==> src/rtl/pipeline_step_controller_pkg.sv <==
// Shared types for the run/halt/single-step pipeline sequencer.
// State encoding and control bundle are private to this block.
package pipeline_step_controller_pkg;

    localparam int RISCV_XLEN = 32;

    typedef enum logic [1:0] {
        ST_HALT = 2'b00,
        ST_RUN  = 2'b01,
        ST_STEP = 2'b10
    } step_state_t;

    typedef struct packed {
        logic pipe_enable;
        logic set_bp_hit;
        logic clr_bp_hit;
        logic set_skip;
        logic clr_skip;
    } step_ctl_t;

    localparam step_ctl_t CTL_IDLE = '0;

endpackage

==> src/rtl/pipeline_step_controller_key_debouncer.sv <==
// Board key conditioner: 2-flop synchroniser, stability counter and
// a one-cycle press pulse on each accepted 1->0 level change.
module key_debouncer #(
    parameter int DEBOUNCE_CYCLES = 500000
) (
    input  logic clock,
    input  logic reset,
    input  logic key_n,
    output logic level,
    output logic press_evt
);

    localparam int CW = $clog2(DEBOUNCE_CYCLES + 1);
    localparam logic [CW-1:0] CNT_LAST = CW'(DEBOUNCE_CYCLES - 1);
    localparam logic [CW-1:0] CNT_ONE  = CW'(1);

    logic          key_meta;
    logic          key_sync;
    logic [CW-1:0] cnt;

    always_ff @(posedge clock) begin
        if (!reset) begin
            key_meta  <= 1'b1;
            key_sync  <= 1'b1;
            level     <= 1'b1;
            cnt       <= '0;
            press_evt <= 1'b0;
        end else begin
            key_meta  <= key_n;
            key_sync  <= key_meta;
            press_evt <= 1'b0;
            if (key_sync == level) begin
                cnt <= '0;
            end else if (cnt == CNT_LAST) begin
                // Level accepted; only a falling level is a press.
                level     <= key_sync;
                cnt       <= '0;
                press_evt <= ~key_sync;
            end else begin
                cnt <= cnt + CNT_ONE;
            end
        end
    end

endmodule

==> src/rtl/pipeline_step_controller.sv <==
// Run/halt/single-step sequencer producing the shared pipe_enable
// strobe from step key, step-mode switch, breakpoint and resume pulse.
module pipeline_step_controller
    import pipeline_step_controller_pkg::*;
#(
    parameter int XLEN            = RISCV_XLEN,
    parameter int DEBOUNCE_CYCLES = 500000
) (
    input  logic            clock,
    input  logic            reset,
    input  logic            step_key_n,
    input  logic            mode_step,
    input  logic            bp_enable,
    input  logic [XLEN-1:0] bp_addr,
    input  logic [XLEN-1:0] pc,
    input  logic            run_req,
    output logic            pipe_enable,
    output logic            halted,
    output logic            bp_hit,
    output logic [31:0]     enabled_count
);

    step_state_t state;
    step_state_t state_next;
    step_ctl_t   ctl;

    logic        mode_meta;
    logic        mode_sync;
    logic        bp_en_meta;
    logic        bp_en_sync;
    logic        step_evt;
    logic        key_level_unused;
    logic        skip_bp;
    logic        bp_match;
    logic [31:0] count_q;

    key_debouncer #(
        .DEBOUNCE_CYCLES(DEBOUNCE_CYCLES)
    ) u_step_key (
        .clock    (clock),
        .reset    (reset),
        .key_n    (step_key_n),
        .level    (key_level_unused),
        .press_evt(step_evt)
    );

    always_ff @(posedge clock) begin
        if (!reset) begin
            mode_meta  <= 1'b0;
            mode_sync  <= 1'b0;
            bp_en_meta <= 1'b0;
            bp_en_sync <= 1'b0;
        end else begin
            mode_meta  <= mode_step;
            mode_sync  <= mode_meta;
            bp_en_meta <= bp_enable;
            bp_en_sync <= bp_en_meta;
        end
    end

    // skip_bp lets a resumed run leave the breakpoint PC.
    assign bp_match = bp_en_sync && (pc == bp_addr) && !skip_bp;

    always_comb begin
        state_next = state;
        ctl        = CTL_IDLE;
        unique case (state)
            ST_HALT: begin
                if (run_req) begin
                    state_next     = ST_RUN;
                    ctl.clr_bp_hit = 1'b1;
                    ctl.set_skip   = 1'b1;
                end else if (step_evt) begin
                    state_next = ST_STEP;
                end else if (!mode_sync && !bp_hit) begin
                    state_next   = ST_RUN;
                    ctl.set_skip = 1'b1;
                end
            end
            ST_STEP: begin
                ctl.pipe_enable = 1'b1;
                state_next      = ST_HALT;
            end
            ST_RUN: begin
                if (bp_match) begin
                    ctl.set_bp_hit = 1'b1;
                    state_next     = ST_HALT;
                end else if (mode_sync) begin
                    state_next = ST_HALT;
                end else begin
                    ctl.pipe_enable = 1'b1;
                    ctl.clr_skip    = 1'b1;
                end
            end
            default: begin
                state_next = ST_HALT;
            end
        endcase
    end

    assign pipe_enable = ctl.pipe_enable & reset;

    always_ff @(posedge clock) begin
        if (!reset) begin
            state   <= ST_HALT;
            halted  <= 1'b1;
            bp_hit  <= 1'b0;
            skip_bp <= 1'b0;
            count_q <= '0;
        end else begin
            state  <= state_next;
            halted <= (state_next == ST_HALT);
            bp_hit <= ctl.set_bp_hit | (bp_hit & ~ctl.clr_bp_hit);
            if (ctl.set_skip) begin
                skip_bp <= 1'b1;
            end else if (ctl.clr_skip) begin
                skip_bp <= 1'b0;
            end
            if (pipe_enable) begin
                count_q <= count_q + 32'd1;
            end
        end
    end

    assign enabled_count = count_q;

endmodule

==> config.mk <==
export PLATFORM = sky130hd
export DESIGN_NAME = pipeline_step_controller
export DESIGN_NICKNAME = d
export VERILOG_FILES = /design/src/rtl/pipeline_step_controller_pkg.sv /design/src/rtl/pipeline_step_controller_key_debouncer.sv /design/src/rtl/pipeline_step_controller.sv
export SDC_FILE = /design/constraint.sdc
export NUM_CORES = 1
export LEC_CHECK = 0
export BUFFER_PORTS_ARGS = -buffer_cell sky130_fd_sc_hd__buf_2
export CAP_MARGIN = 20
export CORE_MARGIN = 3
export CORE_UTILIZATION = 52
export DETAILED_ROUTE_END_ITERATION = 12
export GPL_TIMING_DRIVEN = 0
export PLACE_DENSITY = 0.85
export SYNTH_ARGS = -nofsm -noshare
export SYNTH_HDL_FRONTEND = slang
export SYNTH_SLANG_ARGS = --single-unit
==> constraint.sdc <==
create_clock -name clock -period 2.3 [get_ports clock]
set_clock_uncertainty 0.05 [all_clocks]
set_input_delay 0.23 -clock clock [delete_from_list [all_inputs] [get_ports clock]]
set_output_delay 0.23 -clock clock [all_outputs]
set_load 0.03 [all_outputs]
==> summary.md <==
| Metric | Value |
|---|---|
| Crit path capture type | `register` |
| Period utilization | `0.9624` |
| R2r setup slk | `0.09 ns` |
| Synth Area in Compound Gates | `0.1325` |
| Ys Warns | `0` |
| Post-Syn Area | `0.003418 mm²` |
| Floorplan row count | `28` |
| Xor-xnor portion of the synthesized cell area | `0.1281` |
| Main synth FF type | `dfxtp_1` |
| Layout Nets | `595` |
| Latest clock arrival within the worst-skew pair | `0.36 ns` |
| Via Count | `3,470` |
| Hold EP | `mode_meta$_SDFF_PN0_` |
| Status | `completed` |
| Largest register FFs | `32` |
| #FFs+latches synth | `64` |
| H-tree Lvls | `3` |
| Setup violators final | `0` |
| Grt ovf | `0` |
| Pre-CTS setup slack | `-0.3649 ns` |
| DRC | `0` |
| Asr flop ratio synth | `0` |
| Reg-to-reg startpoint | `enabled_count[8]$_SDFFE_PN0P_` |
| Synth Net Count | `477` |
| Power Density | `about 610 mW/mm²` |
| CTS Sinks | `64` |
| Max Clock Freq | `between 400 and 500 MHz` |
| CTS Buf Count | `9` |
| Hold Path Stages | `2` |
| Setup ws final | `0.08639 ns` |
| Critical path fanouts, max | `7` |
| Slew Limit Headroom | `0.5491` |
| Syn Inst Count | `402` |
| Clock-pin slew on the worst setup and hold paths | `0.07 ns` |
| Die Span X | `87.08 µm` |
| Initial antenna violation count | `0` |
| Vias per inst | `5.783` |
| DIE AREA | `roughly 0.0076 mm²` |
| Worst Path Arrival | `2.41 ns` |
| Synth cell types | `approximately 40` |
| DIE HEIGHT | `87.08 µm` |
| Mux cell area share after synthesis | `0.02050` |
| Worst Hold Launch | `mode_step` |
| Num ports | `105` |
| Placer Congestion | `0.8738` |
| WL final | `between 9 and 10 mm` |
| Slew Limit Fails | `0` |
| Initial DRT Pass Iterations | `5` |
| Clock Tree Buf Depth | `2` |
| Dpl hpwl | `6.825 mm` |
| Share of cells above drive strength 1 | `0.2990` |
| Final TNS setup | `0 ns` |
| Drt initial violations | `193` |
| Post-route ant nets | `0` |
| Final Cell Area | `0.004425 mm²` |
| Initial Util | `0.5576` |
| Leakage | `1.747 nW` |
| R2r endpoint | `enabled_count[27]$_SDFFE_PN0P_` |
| Core ar. | `about 0.0061 mm²` |
| Syn-to-layout area delta | `29.47%` |
| Largest family of logic cells by synthesized area | `simple AND/OR/NAND/NOR gates` |
| Root buffer cell | `clkbuf_8` |
| First-pass GRT wire length | `14.70 mm` |
| Tot Pwr | `about 2.7 mW` |
| Maximum VDD drop | `608.9 µV` |
| Tot GR Track Use | `0.2461` |
| Placed Area | `0.004035 mm²` |
| RSZ-0062 raised after global routing | `no` |
| Avg Inst Size Synth | `about 8.5 µm²` |
| Commonest non-fill, non-tap cell in the layout | `buf_2` |
| Post-synth EDFFs | `0` |
| Antenna fix cells | `0` |
| DR WL/cell | `15.52 µm` |
| Class of the most critical setup path | `register to register` |
| Vias in the first global route | `3,259` |
| I/O Buffers | `104` |
| CTS tree | `built` |
| Max-cap violations | `0` |
| Largest net degree at the start of global routing | `13` |
| CP Data Required Time | `2.50 ns` |
| Hold Crit Class | `primary input to register` |
| Simple logic cell fraction of the synthesized area | `0.2958` |
| Crit start category | `register` |
| Post-layout minimum cycle time | `around 2.2 ns` |
| Post-synthesis sequential area ratio | `0.3748` |
| Endpoints failing hold | `0` |
| Most frequent cells in the layout | `109 x buf_2, 59 x dfxtp_1, 44 x xor2_1, 37 x nand2_1, 31 x nor2_1` |
| Worst reg-to-reg path cell count | `7` |
| Adder-cell share of the synthesized area | `0.01830` |
| Least-Margin Pin Slew | `~0.67 ns` |
==> layer usage <==
layer | GRT usage | vias to the layer above | share of wire
met5 | 0 | - | 0
met1 | 0.2742 | 1608 | 0.38
met2 | 0.4513 | 141 | 0.52
met4 | 0.07932 | 0 | 0.011
met3 | 0.06433 | 8 | 0.089
li1 | - | 1713 | -
==> cell usage after synthesis (6+ instances only) <==
master	number	area share
nand3_1	18	0.026
nand4_1	10	0.018
dfxtp_1	64	0.37
o21ai_0	10	0.015
clkbuf_1	11	0.012
nor3_1	9	0.013
xnor2_1	6	0.015
and2_1	6	0.011
nor4_1	19	0.035
or3_1	9	0.016
nand2_1	38	0.042
a21oi_1	13	0.019
xor2_1	44	0.11
o31ai_1	8	0.018
mux2i_1	7	0.020
inv_1	7	0.0077
nor2_1	31	0.034
or4_1	9	0.020
buf_2	7	0.010
o311ai_0	9	0.023
nand2b_1	20	0.037
o41ai_1	9	0.023
o21a_1	6	0.013
==> how the worst max path moves through the flow <==
stage / slack [ns] / endpoint / cells past startpoint / startpoint
after global placement: -0.38 / pipe_enable / 9 / bp_addr[13]
final: 0.09 / enabled_count[27]$_SDFFE_PN0P_ / 7 / enabled_count[8]$_SDFFE_PN0P_
after detailed placement: -0.36 / pipe_enable / 9 / bp_addr[13]
after global routing: 0.002 / enabled_count[27]$_SDFFE_PN0P_ / 7 / enabled_count[8]$_SDFFE_PN0P_
after CTS: 0.002 / enabled_count[12]$_SDFFE_PN0P_ / 9 / state[1]$_SDFF_PN0_
after floorplan: 0.03 / enabled_count[27]$_SDFFE_PN0P_ / 7 / enabled_count[16]$_SDFFE_PN0P_
==> stage by stage <==
stage          utilization  cells  hold WS (ns)
6_report            0.7218    600       0.02779
3_3_place_gp        0.6582    581        0.3399
5_1_grt             0.7218    600       0.02702
2_1_floorplan            -    402        0.2815
3_5_place_dp        0.6582    581        0.3467
4_1_cts             0.7137    599       0.01865
==> power by group <==
group | leakage [nW] | total (mW) | internal [mW] | switching (mW)
Sequential | 0.520 | 1.13 | 1.12 | 0.00994
Clock | 0.134 | 1.30 | 0.833 | 0.463
Combinational | 1.09 | 0.260 | 0.115 | 0.144
Total | 1.75 | 2.69 | 2.07 | 0.618
==> logic make-up after synthesis <==
family / Yosys count
AND/OR/NAND/NOR: 187
XOR/XNOR: 50
AO/OA/AOI/OAI: 64
buffers and inverters: 25
flip-flops: 64
adder cells (fa/ha/maj): 5
multiplexers: 7
==> cell type report <==
class                      count  area [µm²]
buffer                        17       91.34
clock buffer                   9       123.9
clock inverter                 7       142.6
fill                         464        1705
inverter                       7       26.28
multi-input combinational    313        2107
sequential                    64        1287
tap                           75       93.84
timing repair buffer         108       553.0
==> repair_timing <==
action	CTS	global route
endpoints found under the setup margin	12	24
buffers inserted	2	2
hold buffers	0	0
pin swaps	3	4
cloned	0	0
resized for setup	19	15
==> critical path, cell delays in order, from the launching register on <==
cell and delay, ns:
dfxtp_1 0.41, and4_4 0.26, nand3_1 0.15, or3_1 0.33
buf_2 0.17, or3_4 0.39, o21a_1 0.18, o21a_1 0.17
(Power assumes the default switching activity.)
